[config.mk]
export PLATFORM = sky130hd
export DESIGN_NAME = stream_fifo_flat
export DESIGN_NICKNAME = d
export VERILOG_FILES = /design/src/rtl/stream_pkg.sv /design/src/rtl/stream.sv /design/src/rtl/stream_fifo_mem.sv /design/src/rtl/stream_fifo.sv /design/src/flat_wrapper.sv
export SDC_FILE = /design/constraint.sdc
export NUM_CORES = 1
export LEC_CHECK = 0
export CORE_MARGIN = 1
export CORE_UTILIZATION = 50
export DETAILED_ROUTE_END_ITERATION = 10
export PLACE_DENSITY = 0.74
export SYNTH_ARGS = -nofsm -noshare
export SYNTH_HDL_FRONTEND = slang
export SYNTH_SLANG_ARGS = --single-unit
export TNS_END_PERCENT = 5
[constraint.sdc]
create_clock -name clk_i -period 3.79 [get_ports clk_i]
set_clock_uncertainty 0.05 [all_clocks]
set_input_delay 0.758 -clock clk_i [delete_from_list [all_inputs] [get_ports clk_i]]
set_output_delay 0.758 -clock clk_i [all_outputs]
set_load 0.02 [all_outputs]
[src/rtl/stream_pkg.sv]
// rtl/stream_pkg.sv - sizing and pointer helpers shared by the stream FIFO
package stream_pkg;

  function automatic int ptr_width(input int depth);
    return (depth <= 1) ? 1 : $clog2(depth);
  endfunction

  function automatic int level_width(input int depth);
    return $clog2(depth + 1);
  endfunction

  // Wraps at an arbitrary depth, so non-power-of-two FIFOs stay dense
  function automatic int unsigned ptr_inc(input int unsigned ptr, input int unsigned depth);
    return (ptr >= depth - 32'd1) ? 32'd0 : ptr + 32'd1;
  endfunction

endpackage

[src/rtl/stream.sv]
// rtl/stream.sv - point-to-point valid/ready stream link
interface stream #(parameter int WIDTH = 32);
  logic [WIDTH-1:0] data;
  logic             valid;
  logic             ready;

  modport in  (input data, valid, output ready);
  modport out (output data, valid, input ready);
endinterface

[src/rtl/stream_fifo_mem.sv]
// rtl/stream_fifo_mem.sv - FIFO storage, one write port, asynchronous read port
module stream_fifo_mem import stream_pkg::*; #(
  parameter int WIDTH = 32,
  parameter int DEPTH = 4
)(
  input  logic                          clk_i,
  input  logic                          we,
  input  logic [ptr_width(DEPTH)-1:0]   waddr,
  input  logic [WIDTH-1:0]              wdata,
  input  logic [ptr_width(DEPTH)-1:0]   raddr,
  output logic [WIDTH-1:0]              rdata
);

  logic [WIDTH-1:0] mem [DEPTH];

  always_ff @(posedge clk_i) begin
    if (we) mem[waddr] <= wdata;
  end

  assign rdata = mem[raddr];

endmodule

[src/rtl/stream_fifo.sv]
// rtl/stream_fifo.sv - parametrised valid/ready FIFO with flush and optional fall-through
module stream_fifo import stream_pkg::*; #(
  parameter int WIDTH        = 32,
  parameter int DEPTH        = 4,
  parameter bit FALL_THROUGH = 1'b0
)(
  input  logic                          clk_i,
  input  logic                          rst_ni,
  input  logic                          flush_i,
  stream.in                             in,
  stream.out                            out,
  output logic [level_width(DEPTH)-1:0] level_o,
  output logic                          full_o,
  output logic                          empty_o
);

  localparam int PW = ptr_width(DEPTH);
  localparam int LW = level_width(DEPTH);

  logic [PW-1:0]    wptr, rptr;
  logic [WIDTH-1:0] rdata;
  logic             bypass, push, pop, we, rd;

  assign full_o  = (level_o == LW'(DEPTH));
  assign empty_o = (level_o == '0);

  // Reset gating keeps out.valid low while rst_ni is held, even in fall-through mode
  assign bypass    = FALL_THROUGH && empty_o && !flush_i && rst_ni;
  assign in.ready  = !full_o && !flush_i;
  assign out.valid = bypass ? in.valid : (!empty_o && !flush_i);
  assign out.data  = bypass ? in.data : rdata;

  assign push = in.valid && in.ready;
  assign pop  = out.valid && out.ready;
  // A beat that bypasses storage is consumed in the same cycle and never written
  assign we   = push && !(bypass && pop);
  assign rd   = pop && !bypass;

  always_ff @(posedge clk_i or negedge rst_ni) begin
    if (!rst_ni) begin
      wptr    <= '0;
      rptr    <= '0;
      level_o <= '0;
    end else if (flush_i) begin
      wptr    <= '0;
      rptr    <= '0;
      level_o <= '0;
    end else begin
      if (we) wptr <= PW'(ptr_inc(32'(wptr), DEPTH));
      if (rd) rptr <= PW'(ptr_inc(32'(rptr), DEPTH));
      if (we && !rd)      level_o <= level_o + LW'(1);
      else if (rd && !we) level_o <= level_o - LW'(1);
    end
  end

  stream_fifo_mem #(.WIDTH(WIDTH), .DEPTH(DEPTH)) u_mem (
    .clk_i (clk_i),
    .we    (we),
    .waddr (wptr),
    .wdata (in.data),
    .raddr (rptr),
    .rdata (rdata)
  );

endmodule
[src/flat_wrapper.sv]
// flat-port wrapper written by rule: the top's interface ports become plain ports
module stream_fifo_flat import stream_pkg::*;
#(
  parameter int WIDTH        = 32,
  parameter int DEPTH        = 4,
  parameter bit FALL_THROUGH = 1'b0
)
  (clk_i, rst_ni, flush_i, level_o, full_o, empty_o, in_data, in_valid, in_ready, out_data, out_valid, out_ready);
  stream #(.WIDTH(WIDTH)) in_i ();
  stream #(.WIDTH(WIDTH)) out_i ();
  input  logic clk_i;
  input  logic rst_ni;
  input  logic flush_i;
  output logic [level_width(DEPTH)-1:0] level_o;
  output logic full_o;
  output logic empty_o;
  input wire logic [$bits(in_i.data)-1:0] in_data;
  input wire logic [$bits(in_i.valid)-1:0] in_valid;
  output wire logic [$bits(in_i.ready)-1:0] in_ready;
  output wire logic [$bits(out_i.data)-1:0] out_data;
  output wire logic [$bits(out_i.valid)-1:0] out_valid;
  input wire logic [$bits(out_i.ready)-1:0] out_ready;
  assign in_i.data = in_data;
  assign in_i.valid = in_valid;
  assign in_ready = in_i.ready;
  assign out_data = out_i.data;
  assign out_valid = out_i.valid;
  assign out_i.ready = out_ready;
  stream_fifo #(.WIDTH(WIDTH), .DEPTH(DEPTH), .FALL_THROUGH(FALL_THROUGH)) u_core (.clk_i(clk_i), .rst_ni(rst_ni), .flush_i(flush_i), .in(in_i), .out(out_i), .level_o(level_o), .full_o(full_o), .empty_o(empty_o));
endmodule
==> results of run 1 <==
==> layer usage <==
layer / GRT usage (%) / routed length [um] / vias up
met1: 24.4 / 3940 / 1263
met2: 29.0 / 4550 / 96
met3: 6.89 / 595 / 12
li1: - / - / 1122
met4: 7.24 / 106 / 0
met5: 0 / 0 / -
==> power by group <==
part           switching (W)  internal [W]
combinational       0.000358      0.000376
clock               0.000579       0.00112
sequential         0.0000671       0.00174
==> synthesized netlist by cell type, types with 2 or more instances <==
cell type and n:
mux4_2 32, nor3_1 2, edfxtp_1 128, nor2_1 8, nand2b_1 2, and2_1 4, mux2i_1 3, ha_1 5
clkbuf_1 4, nand2_1 5, nor3b_4 2, dfrtp_1 7, buf_4 3, buf_2 4, inv_1 5, xnor2_1 4
==> worst reg2reg max path: cells and delay by family (launching register included) <==
kind | cells | cell delay [ps]
AO/OA/AOI/OAI | 1 | 280
XOR/XNOR | 1 | 130
adder cells (fa/ha/maj) | 1 | 420
flip-flops | 1 | 500
AND/OR/NAND/NOR | 5 | 870
==> area by class of cell <==
class | count | area [um^2]
Fill cell | 628 | 3160
Inverter | 5 | 18.8
Sequential cell | 135 | 4020
Clock inverter | 15 | 209
Timing Repair Buffer | 80 | 826
Clock buffer | 17 | 414
Multi-Input combinational cell | 79 | 1090
Tap cell | 133 | 166
==> worst max-delay path by stage <==
stage,from,end,slack (ps),cells past startpoint
2_1_floorplan,in_valid,u_core.u_mem.mem[0][0],1200,3
3_3_place_gp,flush_i,in_ready,760,3
3_5_place_dp,flush_i,u_core.level_o[2],660,8
4_1_cts,u_core.rptr[0],out_data[10],460,3
5_1_grt,u_core.rptr[0],out_data[10],400,3
6_report,u_core.rptr[0],out_data[10],530,3
==> registers in the layout, summed over array words and instances (netlist names) <==
register          flops
u_core.wptr           2
u_core.u_mem.mem    128
u_core.rptr           2
u_core.level_o        3
==> through the flow <==
step / power, W / hold slack, ps / cell area, um^2
6_report: 0.00424 / 476 / 6750
5_1_grt: 0.00439 / 469 / 6750
4_1_cts: 0.00428 / 461 / 6750
3_5_place_dp: 0.00257 / 580 / 6120
3_3_place_gp: 0.00256 / 576 / 6120
2_1_floorplan: 0.00225 / 412 / 5190
==> logic make-up (layout without fill, tap and decap cells) <==
kind of cell    after synthesis  in the layout
buf+inv                      17            117
xor+xnor                      4              4
flops                       135            135
compound gates                7              7
fa+ha+maj                     6              6
mux                          35             35
simple gates                 27             27
==> metrics.md, run 1 <==
| Metric | Value |
|---|---|
| Status | `finished clean` |
| Routed length per instance | `a little under 20 um` |
| Root Driver | `clkbuf_8` |
| RSZ-0062 raised after global routing | `no` |
| Mux contribution to synthesized area | `14.5%` |
| Sequential share of the synthesized area | `between 70 and 80%` |
| Leading register cell type out of synthesis | `edfxtp_1` |
| Grt total ovfl | `0` |
| Max-slew violation count | `0` |
| Total Die Area | `0.0108 mm^2` |
| Post-CTS setup buffer count | `0` |
| Die width | `~100 um` |
| Final Hold Fails | `0` |
| H-tree Lvls | `4` |
| Pwr Density | `628 mW/mm^2` |
| Dpl cells | `432` |
| Ys async rst share | `approximately 5.2%` |
| Leak | `2.19 nW` |
| First-pass GRT wire length | `14.8 mm` |
| YS warnings | `0` |
| Total GRT Usage | `approximately a fifth` |
| Clock sink count | `135` |
| Synth Area in Simple Gates | `3.25%` |
| R2r startpoint | `u_core.level_o[2]` |
| Worst hold path class | `primary input to async pin` |
| Die Ht | `104 um` |
| Ports | `76` |
| Core area | `0.00991 mm^2` |
| F_max | `0.307 GHz` |
| CTS Buffer Depth | `2` |
| Finish-stage setup viols | `0` |
| Reg2reg setup slack | `1420 ps` |
| P&R area growth vs syn | `29.9%` |
| Initial antenna violation count | `0` |
| Most common cell after layout, fill and taps aside | `edfxtp_1` |
| Compound-Gate Fraction of Synth Area | `less than 1%` |
| Nets@finish | `361` |
| Starting density of the core | `52.4%` |
| First-pass iteration count of the detailed router | `4` |
| Clock transition at path regs | `about 60 ps` |
| Worst IR Drop VDD | `335 uV` |
| Clock Latency Late Sink | `between 500 and 600 ps` |
| Post-Synth Adder-Cell Area | `1.59%` |
| Startpoint Class | `register` |
| XOR/XNOR share of the synthesized area | `0.675%` |
| R2r endpoint | `u_core.level_o[2]` |
| Most frequent cells in the layout | `edfxtp_1, clkdlybuf4s50_1, mux4_2, clkbuf_16, nor2_1` |
| Worst Reg-to-Reg Cells | `8` |
| Number of buffers and inverters on the critical path | `2` |
| Detailed placer's ending HPWL | `5.23 mm` |
| Worst-path fanout max | `28` |
| Largest family of logic cells by synthesized area | `multiplexers` |
| Drt drc | `0` |
| Post-layout util | `68.1%` |
| Synthesized area | `between 0.005 and 0.006 mm^2` |
| Largest cells by area after synthesis | `edfxtp_1, mux4_2, dfrtp_1, ha_1, nor3b_4` |
| Pre-CTS WS | `663 ps` |
| WP data required | `just under 3000 ps` |
| CP max stage cell | `clkdlybuf4s50_1` |
| Final WS setup | `532 ps` |
| Post-route insts no fill | `464` |
| Avg Inst Size Synth | `around 22 um^2` |
| Seq cells post-synth | `between 100 and 150` |
| Hold_buf cts | `0` |
| Final Cycle Share | `a little under nine tenths` |
| Synth top area share | `74.0%` |
| Largest stage delay, worst path | `600 ps` |
| Final ANT Viol Nets | `0` |
| Largest net degree at the start of global routing | `35` |
| Post-synth EDFFs | `128` |
| Initial DRC Count | `roughly 150` |
| Endpoint class of the critical path | `output pin` |
| Total Routed Length | `9.19 mm` |
| DR vias | `2493` |
| Post-Syn Instances | `about 230` |
| Vias/cell | `roughly 5.4` |
| GPL Wtd Cong | `0.764` |
| Count of buffers from port buffering | `75` |
| Critical path, cell by cell | `buf_12, mux4_2, clkdlybuf4s50_1` |
| Post-Syn Nets | `approximately 270` |
| Maxcap violations | `0` |
| Pin slew with the least headroom to its limit | `822 ps` |
| CTS tree | `yes` |
| Yosys cell types | `29` |
| Diodes inserted | `0` |
| Largest area contributor in the netlist | `edfxtp_1` |
| Share of cells above drive strength 1 | `22.4%` |
| Num CTS Buffers | `17` |
| Slew HR | `between 40% and 50%` |
| Setup Crit Path Kind | `register to output pin` |
| Post-CTS sizing | `0` |
| Site row count | `36` |
| Crit path DAT | `around 2500 ps` |
| Top delay family on crit path | `buffers and inverters` |
| Crit path time final | `between 3000 and 4000 ps` |
| Vias in the first global route | `2694` |
| Setup TNS | `0 ps` |
Power figures use the tool's default switching activity.
==> run 2, diff against run 1 <==
--- a/constraint.sdc
+++ b/constraint.sdc
@@ -4,2 +4,2 @@
 set_output_delay 0.758 -clock clk_i [all_outputs]
-set_load 0.02 [all_outputs]
+set_load 0.005 [all_outputs]
==> metrics.md, run 2 (synthesized netlist as in run 1, its figures left out) <==
| Metric | Value |
|---|---|
| Site row count | `36` |
| Clock sink count | `135` |
| Largest reg by FF count | `u_core.u_mem.mem` |
| Slew HR | `between 40% and 50%` |
| Post-CTS setup buffer count | `0` |
| R2r endpoint | `u_core.level_o[2]` |
| Internal power | `0.00324 W` |
| Sw frac | `21.5%` |
| CTS tree | `yes` |
| GPL Wtd Cong | `0.757` |
| Combinational power share | `about 15%` |
| H-tree Lvls | `4` |
| Hold_buf cts | `0` |
| Initial DRC Count | `144` |
| Total GRT Usage | `between 10% and 20%` |
| Crit path time final | `around 3300 ps` |
| Worst-path fanout max | `24` |
| Post-CTS sizing | `0` |
| Largest net degree at the start of global routing | `35` |
| Startpoint Class | `register` |
| CTS Buffer Depth | `2` |
| Reg2reg setup slack | `1420 ps` |
| Nets@finish | `361` |
| Worst IR Drop VDD | `344 uV` |
| First-pass GRT wire length | `between 10 and 15 mm` |
| Clock Power Share | `between 40 and 50%` |
| Core area | `0.00991 mm^2` |
| Total Routed Length | `9.34 mm` |
| Worst Reg-to-Reg Cells | `8` |
| Design Area, Final | `about 0.0067 mm^2` |
| Diodes inserted | `0` |
| Clock transition at path regs | `around 60 ps` |
| Detailed placer's ending HPWL | `5.47 mm` |
| Worst hold path class | `primary input to async pin` |
| Starting density of the core | `52.4%` |
| Die width | `about 100 um` |
| Crit path DAT | `2470 ps` |
| Root Driver | `clkbuf_8` |
| Setup Crit Path Kind | `register to output pin` |
| Initial antenna violation count | `0` |
| Ports | `76` |
| R2r startpoint | `u_core.level_o[2]` |
| Seq pwr share | `between 40% and 50%` |
| Status | `finished clean` |
| Grt total ovfl | `0` |
| Final Hold Fails | `0` |
| Final WS setup | `511 ps` |
| Routed length per instance | `between 20 and 25 um` |
| RSZ-0062 raised after global routing | `no` |
| Pwr Density | `614 mW/mm^2` |
| Max-slew violation count | `0` |
| Most common cell after layout, fill and taps aside | `edfxtp_1` |
| P&R area growth vs syn | `29.7%` |
| DR vias | `2550` |
| Vias in the first global route | `about 2700` |
| Vias/cell | `approximately 5.5` |
| Pin slew with the least headroom to its limit | `853 ps` |
| Final Cycle Share | `86.5%` |
| Num CTS Buffers | `17` |
| Endpoint class of the critical path | `output pin` |
| Drt drc | `0` |
| Maxcap violations | `0` |
| Most frequent cells in the layout | `edfxtp_1, clkdlybuf4s50_1, mux4_2, clkbuf_16, nor2_1` |
| Top flop regs | `u_core.u_mem.mem x128, u_core.level_o x3` |
| First-pass iteration count of the detailed router | `4` |
| WP data required | `between 2000 and 3000 ps` |
| Die Ht | `104 um` |
| Leak | `2.19 nW` |
| Finish-stage setup viols | `0` |
| Total power | `0.00413 W` |
| Placed inst area | `0.00612 mm^2` |
| Count of buffers from port buffering | `75` |
| Setup TNS | `0 ps` |
| Clock Latency Late Sink | `just over 500 ps` |
| Total Die Area | `roughly 0.011 mm^2` |
| Pre-CTS WS | `687 ps` |
| Share of cells above drive strength 1 | `between 20% and 30%` |
| Final ANT Viol Nets | `0` |
| Net switching power | `roughly 0.0009 W` |
| F_max | `around 0.30 GHz` |
| Largest register FFs | `128` |
| Hold_ws | `473 ps` |
[run 2: through the flow]
stage / utilization [%] / instances
finish: 67.9 / 464
global route: 67.9 / 464
CTS: 67.9 / 464
detailed placement: 61.8 / 432
global placement: 61.8 / 432
floorplan: - / 231
[run 2: worst max-delay path, stage by stage, from the launching register on]
cell and delay [ps]:
dfrtp_2 640, buf_12 280, mux4_2 550, clkdlybuf4s50_1 470
[run 2: cell type report]
| type | instances | area (um^2) |
|---|---|---|
| clock buffer | 22 | 433 |
| fill | 633 | 3180 |
| tap | 133 | 166 |
| multi-input combinational | 79 | 1090 |
| sequential | 135 | 4020 |
| inverter | 5 | 18.8 |
| clock inverter | 10 | 176 |
| timing repair buffer | 80 | 826 |
[run 2: power by group through the flow]
| stage | Sequential [W] | Clock, W | Combinational, W |
|---|---|---|---|
| finish | 0.00181 | 0.00169 | 0.000626 |
| global route | 0.00182 | 0.00178 | 0.000675 |
| CTS | 0.00181 | 0.00172 | 0.000635 |
| detailed placement | 0.00184 | 0 | 0.000627 |
| global placement | 0.00183 | 0 | 0.000620 |
| floorplan | 0.00180 | 0 | 0.000338 |
[run 2: worst max-delay path by stage]
stage                    from                      to  slack [ps]  depth (start not counted)
3_5_place_dp          flush_i       u_core.level_o[2]         690                          8
6_report       u_core.rptr[0]             out_data[5]         510                          3
2_1_floorplan        in_valid  u_core.u_mem.mem[0][0]        1200                          3
4_1_cts        u_core.rptr[0]             out_data[7]         450                          3
5_1_grt        u_core.rptr[0]            out_data[10]         360                          3
3_3_place_gp          flush_i       u_core.level_o[2]         760                          8
[run 2: metal layers]
layer	part of all wire, %	wire length [um]	vias up	GRT usage (%)
li1	-	-	1123	-
met3	6.4	602	9	7.14
met4	1.0	93	0	6.43
met2	51	4720	92	30.5
met1	42	3920	1326	23.5
met5	0	0	-	0
